==> src/rtl/fetch_sequencer.sv <==
// fetch_sequencer: instruction-fetch controller for the MIPS core.
// Owns the program counter. Issues word fetches over a req/ack handshake and
// hands each instruction, with its PC and PC+4, to decode over valid/ready.
// Redirects from execute can arrive while a memory request is outstanding.
// In that case the memory answer is dropped and the redirect target is fetched next.
// Optional feature: define FETCH_MISALIGN_CHECK_EN to route misaligned redirect
// targets to EXC_VECTOR and report them on misalign_exc / misalign_epc.
// If the macro is not defined, the low two target bits are forced to zero.
module fetch_sequencer #(
    parameter logic [31:0] RESET_PC   = 32'h0000_0000,
    parameter logic [31:0] EXC_VECTOR = 32'h0000_0080
) (
    input  logic        clk,
    input  logic        rst,
    output logic        imem_req,
    output logic [31:0] imem_addr,
    input  logic        imem_ack,
    input  logic [31:0] imem_rdata,
    output logic        instr_valid,
    input  logic        instr_ready,
    output logic [31:0] instr,
    output logic [31:0] instr_pc,
    output logic [31:0] instr_pcplus4,
    input  logic        redirect_valid,
    input  logic [31:0] redirect_pc,
    output logic        misalign_exc,
    output logic [31:0] misalign_epc
);

    // S_FETCH: request in flight. S_OUT: instruction waiting for decode.
    // S_DROP: request in flight whose answer must be thrown away.
    typedef enum logic [1:0] {
        S_FETCH = 2'b00,
        S_OUT   = 2'b01,
        S_DROP  = 2'b10
    } state_t;

    state_t      state_r;
    state_t      state_s;
    logic [31:0] pc_r;
    logic [31:0] pc_s;
    logic [31:0] pending_pc_r;
    logic [31:0] pending_pc_s;
    logic [31:0] instr_r;
    logic [31:0] instr_s;
    logic [31:0] instr_pc_r;
    logic [31:0] instr_pc_s;
    logic [31:0] instr_pcplus4_r;
    logic [31:0] instr_pcplus4_s;
    logic        instr_valid_r;
    logic        instr_valid_s;
    logic [31:0] target_s;

    // Sequential successor address; wraps at the top of the address space.
    function automatic logic [31:0] next_word(input logic [31:0] addr);
        return addr + 32'd4;
    endfunction

`ifdef FETCH_MISALIGN_CHECK_EN
    logic        misalign_s;
    logic        misalign_exc_r;
    logic [31:0] misalign_epc_r;

    // Resolve the redirect target; a misaligned target goes to the exception vector.
    always_comb begin
        misalign_s = 1'b0;
        target_s   = redirect_pc;
        if (redirect_pc[1:0] != 2'b00) begin
            misalign_s = 1'b1;
            target_s   = EXC_VECTOR;
        end else begin
            misalign_s = 1'b0;
            target_s   = redirect_pc;
        end
    end

    // Pulse the exception for one cycle and keep the offending address.
    always_ff @(posedge clk) begin
        if (rst) begin
            misalign_exc_r <= 1'b0;
            misalign_epc_r <= 32'h0000_0000;
        end else if (redirect_valid && misalign_s) begin
            misalign_exc_r <= 1'b1;
            misalign_epc_r <= redirect_pc;
        end else begin
            misalign_exc_r <= 1'b0;
        end
    end

    assign misalign_exc = misalign_exc_r;
    assign misalign_epc = misalign_epc_r;
`else
    logic unused_cfg_s;

    assign target_s     = {redirect_pc[31:2], 2'b00};
    assign misalign_exc = 1'b0;
    assign misalign_epc = 32'h0000_0000;
    assign unused_cfg_s = ^{redirect_pc[1:0], EXC_VECTOR};
`endif

    // State register, PC and the decode-facing instruction register.
    always_ff @(posedge clk) begin
        if (rst) begin
            state_r         <= S_FETCH;
            pc_r            <= RESET_PC;
            pending_pc_r    <= 32'h0000_0000;
            instr_r         <= 32'h0000_0000;
            instr_pc_r      <= 32'h0000_0000;
            instr_pcplus4_r <= 32'h0000_0000;
            instr_valid_r   <= 1'b0;
        end else begin
            state_r         <= state_s;
            pc_r            <= pc_s;
            pending_pc_r    <= pending_pc_s;
            instr_r         <= instr_s;
            instr_pc_r      <= instr_pc_s;
            instr_pcplus4_r <= instr_pcplus4_s;
            instr_valid_r   <= instr_valid_s;
        end
    end

    // Next-state and datapath updates for fetch, hand-off and dropped requests.
    always_comb begin
        state_s         = state_r;
        pc_s            = pc_r;
        pending_pc_s    = pending_pc_r;
        instr_s         = instr_r;
        instr_pc_s      = instr_pc_r;
        instr_pcplus4_s = instr_pcplus4_r;
        instr_valid_s   = instr_valid_r;
        case (state_r)
            S_FETCH: begin
                if (imem_ack) begin
                    if (redirect_valid) begin
                        // Data belongs to the wrong path; refetch at the target.
                        pc_s = target_s;
                    end else begin
                        instr_s         = imem_rdata;
                        instr_pc_s      = pc_r;
                        instr_pcplus4_s = next_word(pc_r);
                        instr_valid_s   = 1'b1;
                        pc_s            = next_word(pc_r);
                        state_s         = S_OUT;
                    end
                end else if (redirect_valid) begin
                    // Memory must still answer the old address; remember the target.
                    pending_pc_s = target_s;
                    state_s      = S_DROP;
                end else begin
                    state_s = S_FETCH;
                end
            end
            S_OUT: begin
                if (redirect_valid) begin
                    instr_valid_s = 1'b0;
                    pc_s          = target_s;
                    state_s       = S_FETCH;
                end else if (instr_ready) begin
                    instr_valid_s = 1'b0;
                    state_s       = S_FETCH;
                end else begin
                    state_s = S_OUT;
                end
            end
            S_DROP: begin
                if (imem_ack) begin
                    pc_s    = redirect_valid ? target_s : pending_pc_r;
                    state_s = S_FETCH;
                end else if (redirect_valid) begin
                    pending_pc_s = target_s;
                    state_s      = S_DROP;
                end else begin
                    state_s = S_DROP;
                end
            end
            default: begin
                state_s = S_FETCH;
            end
        endcase
    end

    // Memory request is high whenever a fetch is in flight and not in reset.
    always_comb begin
        imem_req = 1'b0;
        if (rst) begin
            imem_req = 1'b0;
        end else if ((state_r == S_FETCH) || (state_r == S_DROP)) begin
            imem_req = 1'b1;
        end else begin
            imem_req = 1'b0;
        end
    end

    assign imem_addr     = rst ? RESET_PC : pc_r;
    assign instr_valid   = instr_valid_r;
    assign instr         = instr_r;
    assign instr_pc      = instr_pc_r;
    assign instr_pcplus4 = instr_pcplus4_r;

endmodule

==> config.mk <==
export PLATFORM = sky130hd
export DESIGN_NAME = fetch_sequencer
export DESIGN_NICKNAME = d
export VERILOG_FILES = /design/src/rtl/fetch_sequencer.sv
export SDC_FILE = /design/constraint.sdc
export NUM_CORES = 1
export LEC_CHECK = 0
export CORE_UTILIZATION = 55
export CTS_CLUSTER_DIAMETER = 200
export DETAILED_ROUTE_END_ITERATION = 8
export DONT_BUFFER_PORTS = 1
export PLACE_DENSITY = 0.78
export SLEW_MARGIN = 20
export SYNTH_ARGS = -nofsm -noshare
export SYNTH_HDL_FRONTEND = slang
export SYNTH_SLANG_ARGS = --single-unit
export TNS_END_PERCENT = 30
==> constraint.sdc <==
create_clock -name clk -period 5.7 [get_ports clk]
set_input_delay 0.855 -clock clk [delete_from_list [all_inputs] [get_ports clk]]
set_output_delay 0.855 -clock clk [all_outputs]
set_load 0.02 [all_outputs]
* After elaboration in Yosys (flattened, before gate mapping) *
Cells that the tools add are included.

cells by class
  add/sub/neg operators = 1
  eq/ne operators = 8
  muxes and demuxes = 21
  bitwise gates (word level) = 2
  reductions and logical operators = 9

operator list
  kind                   number
  $mux 32                6
  $pmux 32 s3            1
  $add 32x3->32 const B  1
  $mux 1                 8
  $mux 2                 4
  $ne 2x2->1 const B     4
  $reduce_and 4->1       2
  $ne 3x3->1 const B     2
  $pmux 2 s3             1
  $reduce_and 3->1       1
  $reduce_bool 3->1      1
  $eq 2x1->1 const B     1
  $eq 2x2->1 const B     1
  $logic_not 2->1        1
  $not 1->1              2
  $pmux 1 s2             1
  $reduce_and 2->1       1
  $reduce_bool 2->1      1
  $reduce_or 2->1        1
  $logic_or 1x1->1       1

storage, ports and cells
  flip-flop bits (word level) = 163
  input bits = 69
  word-level logic and storage cells = 48

* Logic depth before layout (Yosys ltp) *
Gate-level depths: netlist of the first run.

  depth in word-level cells = 4
  gate-level depth with buffers = 9

* Worst setup path after synthesis of the first run *
No wires, ideal clock.

  path type = input to output
  from = input port rst
  to = output port imem_req
  data arrival time = 1,798 ps
  setup slack = 3,047 ps
  stages = 4
  path buffers = 3
  path through = clkbuf_1 -> clkbuf_1 -> buf_1 -> nor2_1

on the way
  cells in the longest elaborated chain, start to end = 1

RTL lines
  what         RTL line  source
  from (decl)  14        input logic rst,
  $mux 1       185       if (rst) begin
  to (decl)    15        output logic imem_req,

Every way passes these cells.

* Final worst setup path of the first run *
  from = register state_r[0]
  to = register pc_r[17]

on the way
  cells in the longest elaborated chain, start to end = 3
  elaborated cells on any way between the ends = 9
  those cells by class = 5 x eq/ne; 1 x mux; 3 x reduce/logical

RTL lines
  what                                                       RTL line  source
  from (decl)                                                38        state_t state_r;
  from (signal assigned)                                     112       state_r <= state_s;
  $eq 2x1->1 (tied with other cells)                         131       case (state_r)
  $ne 2x2->1 (no line) or $reduce_bool 3->1 (tied branches)  n/a
  $reduce_and 4->1 (no line)                                 n/a
  to (signal assigned)                                       113       pc_r <= pc_s;
  to (decl)                                                  40        logic [31:0] pc_r;

Parallel ways exist; a longest one is shown, timed or not.
A chain may end at the register's enable or synchronous reset.

==> key figures, run 1 <==
Status
  • Run status: complete, no violations

Hold path
  • Worst Hold Class: flop to flop
  • Min-Delay Path Depth: 2
  • Origin of the worst min-delay path: pending_pc_r[10]
  • Worst min-delay path endpoint: pending_pc_r[10]

Setup path
  • WS Path Type: flop to flop
  • Max Fanout on Critical Path: 29
  • Setup slack of the most critical reg-to-reg path: roughly 2.5 ns
  • Required @ worst endpoint: roughly 6.0 ns
  • Crit-path max cell delay: about 0.84 ns
  • Slowest CP cell: ha_1
  • Beginning of the worst register-to-register path: state_r[0]
  • CP arrival: about 3.5 ns
  • Critical register-to-register path endpoint: pc_r[17]
  • Kind of launch point of the worst setup path: flop
  • Crit end category: flop
  • Cell Chain, Critical Path: ha_1 > nor3_1 > or3_1 > or4_1 > o2111ai_1 > a31oi_1
  • Worst r2r path cells: 6

Power and ir drop
  • PD cells: 347 nW/um^2
  • Switching power: around 0.00080 W
  • Clock network power share: 42.1%
  • Lkg Pwr: ~2.8 nW
  • Proportion of power drawn by combinational gates: 11.9%
  • Worst supply voltage drop on vdd: around 0.23 mV
  • Share of total power consumed by net switching: between 20% and 30%
  • Sequential power share: 46.0%
  • Internal cell power: slightly above 0.002 W

CTS
  • Buffer levels on the longest clock path: 2
  • CTS HTree Levels: 4
  • Clock Root Buffer: clkbuf_16
  • Latest clock arrival within the worst-skew pair: 0.43 ns
  • Clk sinks: between 150 and 200
  • CTS tree: done
  • Clock slew seen by the registers of the worst setup and hold paths: approximately 0.060 ns
  • Resized Gates After CTS: 0
  • Buffers inserted during post-CTS setup optimization: 0
  • Count of hold-fix buffers inserted at cts: 0
  • Clock buffer count from CTS: 17

Drt
  • DRC viols: 0
  • Total via count in the routed design: between 6,000 and 7,000
  • Initial DRC Count: 689
  • Wire length after detailed routing: between 20,000 and 25,000 um
  • DR vias/cell: between 5 and 6
  • Number of routed nets with antenna violations: 0
  • Average wire length per cell after detail routing: 17.9 um
  • Number of iterations in the first detailed-routing pass: 7

Timing
  • Period Utilization, post-route: a little under three fifths
  • Remaining max-slew budget at the tightest pin: 25.2%
  • Fin Clk Skew: slightly below 0.008 ns
  • RSZ-0062 raised after global routing: no
  • Number of failing hold endpoints at the final stage: 0
  • Maximum clock frequency: between 300 and 400 MHz
  • Accumulated negative setup slack: 0 ns
  • Final number of setup-violating endpoints: 0
  • Fin crit period: 3.18 ns
  • Slew Limit Fails: 0
  • Actual transition at the worst max-transition pin: ~1.1 ns

Layout
  • Leading cell type in the layout, fill and taps excluded: nand2_1
  • Most frequent cells in the layout: 229 x nand2_1, 161 x dfxtp_1, 157 x a21oi_1
  • Share of final-layout standard cells stronger than drive strength 1: 6.80%
  • Area growth from synthesis to layout: 5.58%
  • Non-Filler Instances: 1,151
  • Final net count: 1,032
  • Antenna cells: 0
  • Final core utilization: 59.3%

Yosys
  • Sequential area share after synthesis: 41.3%
  • Average instance area after synthesis: 7.61 um^2
  • FFs w/ async S/R, synth: 0%
  • Number of flops mapped to enable cells by yosys: 0
  • Main flop type after synthesis: dfxtp_1
  • Total standard cell area after synthesis: between 7000 and 8000 um^2
  • Count of different cell masters after synthesis: 63
  • Synth warnings: 0
  • Seq cells post-synth: around 160
  • Cells after Synth: about 1,000

Global route
  • Number of antenna violations at the first check in global routing: 0
  • Wire length of the first global-routing pass: between 30,000 and 40,000 um
  • Via count of the first global-routing pass: approximately 6,000
  • Maximum number of pins on one net before global-route repair: roughly 170
  • Total gr overflow: 0
  • All-layer global routing usage: 27.6%

Flow run
  • Maximum capacitance violations: 0

Floorplan
  • Horiz. Die Dim: ~120 um
  • Row count: 43
  • Initial core utilization: 56.2%
  • Die Footprint: around 15,000 um^2
  • Floorplan Core Area: between 10,000 and 15,000 um^2
  • Top Ports: around 230
  • Floorplan die height: roughly 120 um

Place
  • Number of buffers inserted by port buffering: 0
  • Gpl congestion: 0.921
  • Instance count after placement with tap cells included: 1,119
  • Detailed placer's ending HPWL: between 10,000 and 15,000 um
==> area by class of cell <==
class	instances	area [um^2]
Clock buffer	21	460
Multi-Input combinational cell	757	4060
Tap cell	180	225
Timing Repair Buffer	8	60.1
Sequential cell	161	3220
Fill cell	1260	5640
Inverter	13	48.8
Clock inverter	11	160
==> synthesized netlist by cell type, drive strengths merged (17+ instances only) <==
master  count  area (um^2)
clkbuf     77          289
nand3      17         90.1
xnor2      18          158
o21ai      35          175
a21oi     157          786
nor2       61          229
nand2     229          860
buf        49          327
nor2b      28          175
dfxtp     161         3220
a211oi     19          148
==> state kept, by name, indices dropped and copies added, names as in the netlist <==
register / flops
instr: 32
state_r: 2
instr_pc: 32
pending_pc_r: 32
instr_pcplus4: 30
pc_r: 32
instr_valid: 1
==> metal layers <==
layer  share of wire (%)  wire, um  track usage (%)
met1                  43      8900             37.4
met2                  45      9210             41.1
met3                  10      2120             9.12
met4                 2.0       409             9.34
met5                   0         0                0
==> cells by family (layout without fill, tap and decap cells) <==
| logic type | count (synthesis) | in the layout | share of synthesized area [%] |
|---|---|---|---|
| compound gates | 284 | 284 | 22.0 |
| other cells | 1 | 33 | 0.0481 |
| mux | 13 | 13 | 1.80 |
| fa+ha+maj | 5 | 5 | 0.802 |
| flops | 161 | 161 | 41.3 |
| buf+inv | 139 | 53 | 8.52 |
| xor+xnor | 26 | 26 | 2.92 |
| simple gates | 396 | 396 | 22.6 |
==> critical path: cells and delay by family, from the launching register on <==
| family | cells | cell delay (ns) |
|---|---|---|
| fa+ha+maj | 1 | 0.84 |
| flops | 1 | 0.49 |
| simple gates | 3 | 1.52 |
| compound gates | 2 | 0.18 |
==> worst max path at each step <==
| stage | start | end | slack [ns] | cells past startpoint |
|---|---|---|---|---|
| floorplan | rst | imem_req | 3.05 | 4 |
| global placement | state_r[0] | pc_r[17] | 2.61 | 6 |
| detailed placement | state_r[0] | pc_r[17] | 2.59 | 6 |
| CTS | state_r[0] | pc_r[17] | 2.57 | 6 |
| global route | state_r[0] | pc_r[17] | 2.33 | 6 |
| finish | state_r[0] | pc_r[17] | 2.52 | 6 |
==> power groups by stage <==
stage               logic (W)  clock network [W]  registers [W]
detailed placement   0.000335                  0        0.00134
global route         0.000378            0.00127        0.00132
floorplan            0.000333                  0        0.00130
CTS                  0.000336            0.00122        0.00131
global placement     0.000327                  0        0.00133
finish               0.000341            0.00120        0.00131
==> stage by stage <==
step | power, W | hold slack (ns) | area [um^2] | setup slack, ns
after CTS | 0.00286 | 0.449 | 8230 | 2.57
final | 0.00286 | 0.449 | 8240 | 2.52
after global routing | 0.00297 | 0.473 | 8240 | 2.33
after detailed placement | 0.00167 | 0.440 | 7610 | 2.59
after global placement | 0.00166 | 0.435 | 7610 | 2.61
after floorplan | 0.00163 | 0.434 | 7920 | 3.05
(Power assumes the default switching activity.)
==> run 2: changes to the inputs <==
- clock period: 5.7 -> 3.05 ns (I/O delays scaled with it)
==> key figures, run 2 (synthesis gave the netlist of run 1 again) <==
Timing
  • Slew Limit Fails: 0
  • Maximum clock frequency: between 400 and 500 MHz
  • Remaining max-slew budget at the tightest pin: 56.4%
  • Fin Clk Skew: approximately 0.0048 ns
  • Period Utilization, post-route: 80.4%
  • Smallest hold slack: approximately 0.089 ns
  • Number of failing hold endpoints at the final stage: 0
  • Final number of setup-violating endpoints: 0
  • Accumulated negative setup slack: 0 ns
  • RSZ-0062 raised after global routing: no
  • Actual transition at the worst max-transition pin: approximately 0.65 ns
  • Fin crit period: approximately 2.5 ns

CTS
  • Clock buffer count from CTS: 17
  • Buffer levels on the longest clock path: 2
  • Buffers inserted during post-CTS setup optimization: 0
  • Count of hold-fix buffers inserted at cts: 0
  • Clk sinks: around 160
  • Clock Root Buffer: clkbuf_16
  • Resized Gates After CTS: 0
  • Latest clock arrival within the worst-skew pair: 0.43 ns
  • CTS HTree Levels: 4
  • CTS tree: done
  • Clock slew seen by the registers of the worst setup and hold paths: 0.06 ns

Layout
  • Final net count: 1,045
  • Final design instance area without fill: approximately 8400 um^2
  • Most frequent cells in the layout: 229 x nand2_1, 161 x dfxtp_1, 157 x a21oi_1
  • Share of final-layout standard cells stronger than drive strength 1: between 8 and 9%
  • Area growth from synthesis to layout: 7.46%
  • Fill cell total of the finished layout: roughly 1,300
  • Non-Filler Instances: between 1,000 and 1,500
  • Antenna cells: 0
  • Leading cell type in the layout, fill and taps excluded: nand2_1

Drt
  • DRC viols: 0
  • Total via count in the routed design: roughly 7,000
  • Number of routed nets with antenna violations: 0
  • DR vias/cell: 5.99
  • Highest routing layer actually used: met4
  • Met2 routed WL: roughly 9000 um
  • Met1 wire length: approximately 8700 um
  • Number of iterations in the first detailed-routing pass: 6
  • Wire length after detailed routing: 20,600 um
  • Initial DRC Count: approximately 800
  • Sum of met3 wire segment lengths after detailed routing: 2310 um
  • Average wire length per cell after detail routing: between 15 and 20 um

Setup path
  • Crit-path max cell delay: ~0.6 ns
  • Crit end category: flop
  • Cell Chain, Critical Path: ha_1 > nor3_1 > or3_1 > buf_4 > o2bb2ai_1 > a311o_1
  • WS Path Type: flop to flop
  • Kind of launch point of the worst setup path: flop
  • Required @ worst endpoint: between 3 and 4 ns
  • Max Fanout on Critical Path: 16
  • CP arrival: roughly 2.8 ns
  • Worst r2r path cells: 6
  • Slowest CP cell: or3_1

Floorplan
  • Die Footprint: 14,700 um^2
  • Horiz. Die Dim: ~120 um
  • Floorplan die height: about 120 um
  • Floorplan Core Area: 13,900 um^2
  • Top Ports: ~230
  • Row count: between 40 and 50
  • Initial core utilization: between 50 and 60%

Power and ir drop
  • Power consumption: roughly 0.0054 W
  • Lkg Pwr: 2.91 nW
  • PD cells: 648 nW/um^2
  • Worst supply voltage drop on vdd: ~0.40 mV

Place
  • Number of buffers inserted by port buffering: 0
  • Detailed placer's ending HPWL: between 10,000 and 15,000 um
  • Total placed instance area: a little under 8000 um^2
  • Gpl congestion: around 0.90
  • Instance count after placement with tap cells included: 1,132

Hold path
  • Min-Delay Path Depth: 1
  • Worst Hold Class: primary input to flop

Status
  • Run status: complete, no violations

Global route
  • Total gr overflow: 0
  • All-layer global routing usage: 27.7%
  • Number of antenna violations at the first check in global routing: 0
  • Wire length of the first global-routing pass: between 30,000 and 40,000 um
  • Maximum number of pins on one net before global-route repair: around 170
  • Via count of the first global-routing pass: 6,016

Flow run
  • Maximum capacitance violations: 0
[run 2: per-stage QoR]
step,setup WS (ns),utilization [%]
after floorplan,0.915,-
after global placement,0.675,55.7
after detailed placement,0.637,55.7
after CTS,0.609,60.4
after global routing,0.311,60.4
final,0.598,60.4
[run 2: worst max-delay path, delay by kind of cell (launching register included)]
| family | cells | cell delay, ns |
|---|---|---|
| and+or+nand+nor | 2 | 0.71 |
| DFF | 1 | 0.48 |
| adders and majority gates | 1 | 0.44 |
| AOI/OAI and AO/OA | 2 | 0.41 |
| buffers and inverters | 1 | 0.31 |
[run 2: worst paths after layout]
| path | startpoint | to | slack, ns |
|---|---|---|---|
| setup reg to reg | state_r[0] | pc_r[21] | 0.60 |
| setup / recovery | state_r[0] | pc_r[21] | 0.60 |
| hold reg to reg | pending_pc_r[19] | pending_pc_r[19] | 0.45 |
| hold / removal | rst | pending_pc_r[13] | 0.09 |
[run 2: layout make-up]
cell class              count  area [um^2]  area share (%)
clock buffers              20          467            5.57
clock inverters            12          180            2.15
inverters                  13         48.8           0.582
multi-input cells         757         4060            48.4
flip-flops and latches    161         3220            38.4
well taps                 180          225            2.69
repair buffers             21          183            2.18
[run 2: metal layers]
| layer | GRT usage [%] | vias up |
|---|---|---|
| li1 | - | 3362 |
| met5 | 0 | - |
| met1 | 36.8 | 3195 |
| met4 | 11.7 | 0 |
| met2 | 40.6 | 380 |
| met3 | 9.45 | 36 |
[run 2: report_power, final]
part / switching, W / internal [W] / leakage (nW)
sequential: 0.000217 / 0.00223 / 1.31
combinational: 0.000429 / 0.000243 / 1.30
clock: 0.000874 / 0.00144 / 0.301
==> run 3: changes to the inputs <==
- clock period: 3.05 -> 2.4 ns (I/O delays scaled with it)
==> key figures, run 3 (synthesis gave the netlist of run 1 again) <==
Drt
  • Average wire length per cell after detail routing: 17.8 um
  • Total via count in the routed design: slightly above 7,000
  • Wire length after detailed routing: 21,400 um
  • Initial DRC Count: 730
  • Number of iterations in the first detailed-routing pass: 6
  • DR vias/cell: roughly 6.0
  • Number of routed nets with antenna violations: 0
  • DRC viols: 0

CTS
  • Latest clock arrival within the worst-skew pair: 0.43 ns
  • Clk sinks: approximately 160
  • Clock buffer count from CTS: 17
  • Buffer levels on the longest clock path: 2
  • CTS HTree Levels: 4
  • Clock slew seen by the registers of the worst setup and hold paths: 0.06 ns
  • Clock Root Buffer: clkbuf_16
  • CTS tree: done

Timing
  • Slew Limit Fails: 0
  • Fin Clk Skew: between 0.015 and 0.02 ns
  • RSZ-0062 raised after global routing: no
  • Actual transition at the worst max-transition pin: 0.972 ns
  • Remaining max-slew budget at the tightest pin: between 30% and 40%
  • Fin crit period: 2.24 ns
  • Accumulated negative setup slack: 0 ns
  • Final number of setup-violating endpoints: 0
  • Period Utilization, post-route: about 93%
  • Number of failing hold endpoints at the final stage: 0
  • Maximum clock frequency: ~450 MHz

Power and ir drop
  • Switching power: approximately 0.0019 W
  • Share of total power consumed by net switching: between 20% and 30%
  • Sequential power share: a little under half
  • Power consumption: around 0.0067 W
  • Internal cell power: approximately 0.0048 W
  • Clock network power share: about two fifths
  • Lkg Pwr: between 3 and 4 nW
  • Proportion of power drawn by combinational gates: between 10% and 20%
  • PD cells: roughly 770 nW/um^2
  • Worst supply voltage drop on vdd: slightly above 0.5 mV

Setup path
  • Slowest CP cell: nor3_1
  • Crit end category: flop
  • Launching element of the worst setup path: pc_r[3]
  • Total buffers and inverters traversed by the critical path: 0
  • Cell Chain, Critical Path: ha_1 > and3_1 > nand2_1 > nor3_1 > xnor2_1 > a211oi_1
  • Critical register-to-register path endpoint: instr_pcplus4[18]
  • Crit path to: instr_pcplus4[18]
  • Setup slack of the most critical reg-to-reg path: about 0.16 ns
  • Beginning of the worst register-to-register path: pc_r[3]
  • Top Family by Delay on Critical Path: simple AND/OR/NAND/NOR gates
  • Crit-path max cell delay: ~0.56 ns
  • Kind of launch point of the worst setup path: flop
  • CP arrival: between 2 and 3 ns
  • Worst r2r path cells: 6
  • Required @ worst endpoint: roughly 2.7 ns
  • Total stage count of the critical path: 6
  • Max Fanout on Critical Path: 7
  • WS Path Type: flop to flop

Floorplan
  • Top Ports: between 200 and 250
  • Initial core utilization: between 50% and 60%
  • Row count: 43
  • Horiz. Die Dim: 121 um
  • Floorplan die height: 121 um
  • Die Footprint: about 15,000 um^2
  • Floorplan Core Area: 13,900 um^2

Layout
  • Non-Filler Instances: 1,202
  • Footprint of the multi-input gates: 4060 um^2
  • Most frequent cells in the layout: 229 x nand2_1, 160 x dfxtp_1, 157 x a21oi_1
  • Leading cell type in the layout, fill and taps excluded: nand2_1
  • Share of final-layout standard cells stronger than drive strength 1: 11.4%
  • Fill cell total of the finished layout: 1,229
  • Area growth from synthesis to layout: 10.9%
  • Final core utilization: between 60 and 70%
  • Final net count: approximately 1,100
  • Area occupied by registers: ~3200 um^2
  • Antenna cells: 0

Global route
  • Maximum number of pins on one net before global-route repair: approximately 170
  • Number of antenna violations at the first check in global routing: 0
  • Wire length of the first global-routing pass: about 33,000 um
  • Total gr overflow: 0
  • All-layer global routing usage: roughly 29%
  • Via count of the first global-routing pass: ~6,300

Place
  • Instance count after placement with tap cells included: 1,171
  • Number of buffers inserted by port buffering: 0
  • Gpl congestion: approximately 0.93
  • Detailed placer's ending HPWL: roughly 15,000 um

Status
  • Run status: complete, no violations

Flow run
  • Maximum capacitance violations: 0

Hold path
  • Worst Hold Class: primary input to flop
  • Min-Delay Path Depth: 1
==> run 3: changes by cell type in the layout (fill, tap and decap cells not counted), moves of 2 or more <==
cell | previous run | this run
dlygate4sd3_1 | 0 | 2
clkbuf_1 | 0 | 2
buf_4 | 19 | 55
clkinv_2 | 1 | 5
bufinv_16 | 4 | 2
buf_12 | 2 | 5
clkinvlp_4 | 5 | 0
==> run 3: how the worst min path moves through the flow <==
| stage | from | endpoint | slack, ns |
|---|---|---|---|
| 3_5_place_dp | pending_pc_r[17] | pending_pc_r[17] | 0.44 |
| 3_3_place_gp | pending_pc_r[3] | pending_pc_r[3] | 0.43 |
| 4_1_cts | rst | pending_pc_r[14] | 0.0008 |
| 6_report | rst | pending_pc_r[28] | 0.02 |
| 2_1_floorplan | pending_pc_r[17] | pending_pc_r[17] | 0.43 |
| 5_1_grt | rst | pending_pc_r[18] | 0.009 |
==> run 3: layout make-up <==
type	count	share of cell area, %
Multi-Input combinational cell	757	46.9
Sequential cell	161	37.3
Timing Repair Buffer	62	6.16
Clock buffer	22	5.48
Tap cell	180	2.60
Clock inverter	7	0.984
Inverter	13	0.564
==> run 3: timing repair <==
item | CTS | global route
endpoints found under the hold margin | 0 | 5
hold buffers | 0 | 2
endpoints found under the setup margin | 0 | 20
gates resized for setup | 0 | 4
buffers inserted | 0 | 0
==> run 3: power by group through the flow <==
stage / Clock, W / Sequential, W / Combinational (W)
6_report: 0.00260 / 0.00307 / 0.000999
5_1_grt: 0.00276 / 0.00309 / 0.00110
4_1_cts: 0.00263 / 0.00307 / 0.000975
3_5_place_dp: 0 / 0.00312 / 0.000967
3_3_place_gp: 0 / 0.00312 / 0.000948
2_1_floorplan: 0 / 0.00308 / 0.000791
==> run 3: stage by stage <==
stage | setup slack (ns) | area [um^2] | hold slack, ns
after global routing | 0.00355 | 8650 | 0.00918
final | 0.162 | 8650 | 0.0236
after global placement | 0.168 | 8070 | 0.435
after CTS | 0.0788 | 8630 | 0.000781
after detailed placement | 0.102 | 8070 | 0.438
after floorplan | 0.265 | 7920 | 0.434
==> run 3: layer usage <==
metal / up-vias / part of all wire [%] / global-route usage [%] / routed length (um)
met1: 3288 / 42 / 39.0 / 9040
met2: 404 / 45 / 43.2 / 9740
li1: 3428 / - / - / -
met5: - / 0 / 0 / 0
met4: 0 / 2.3 / 11.2 / 485
met3: 39 / 10 / 8.98 / 2180
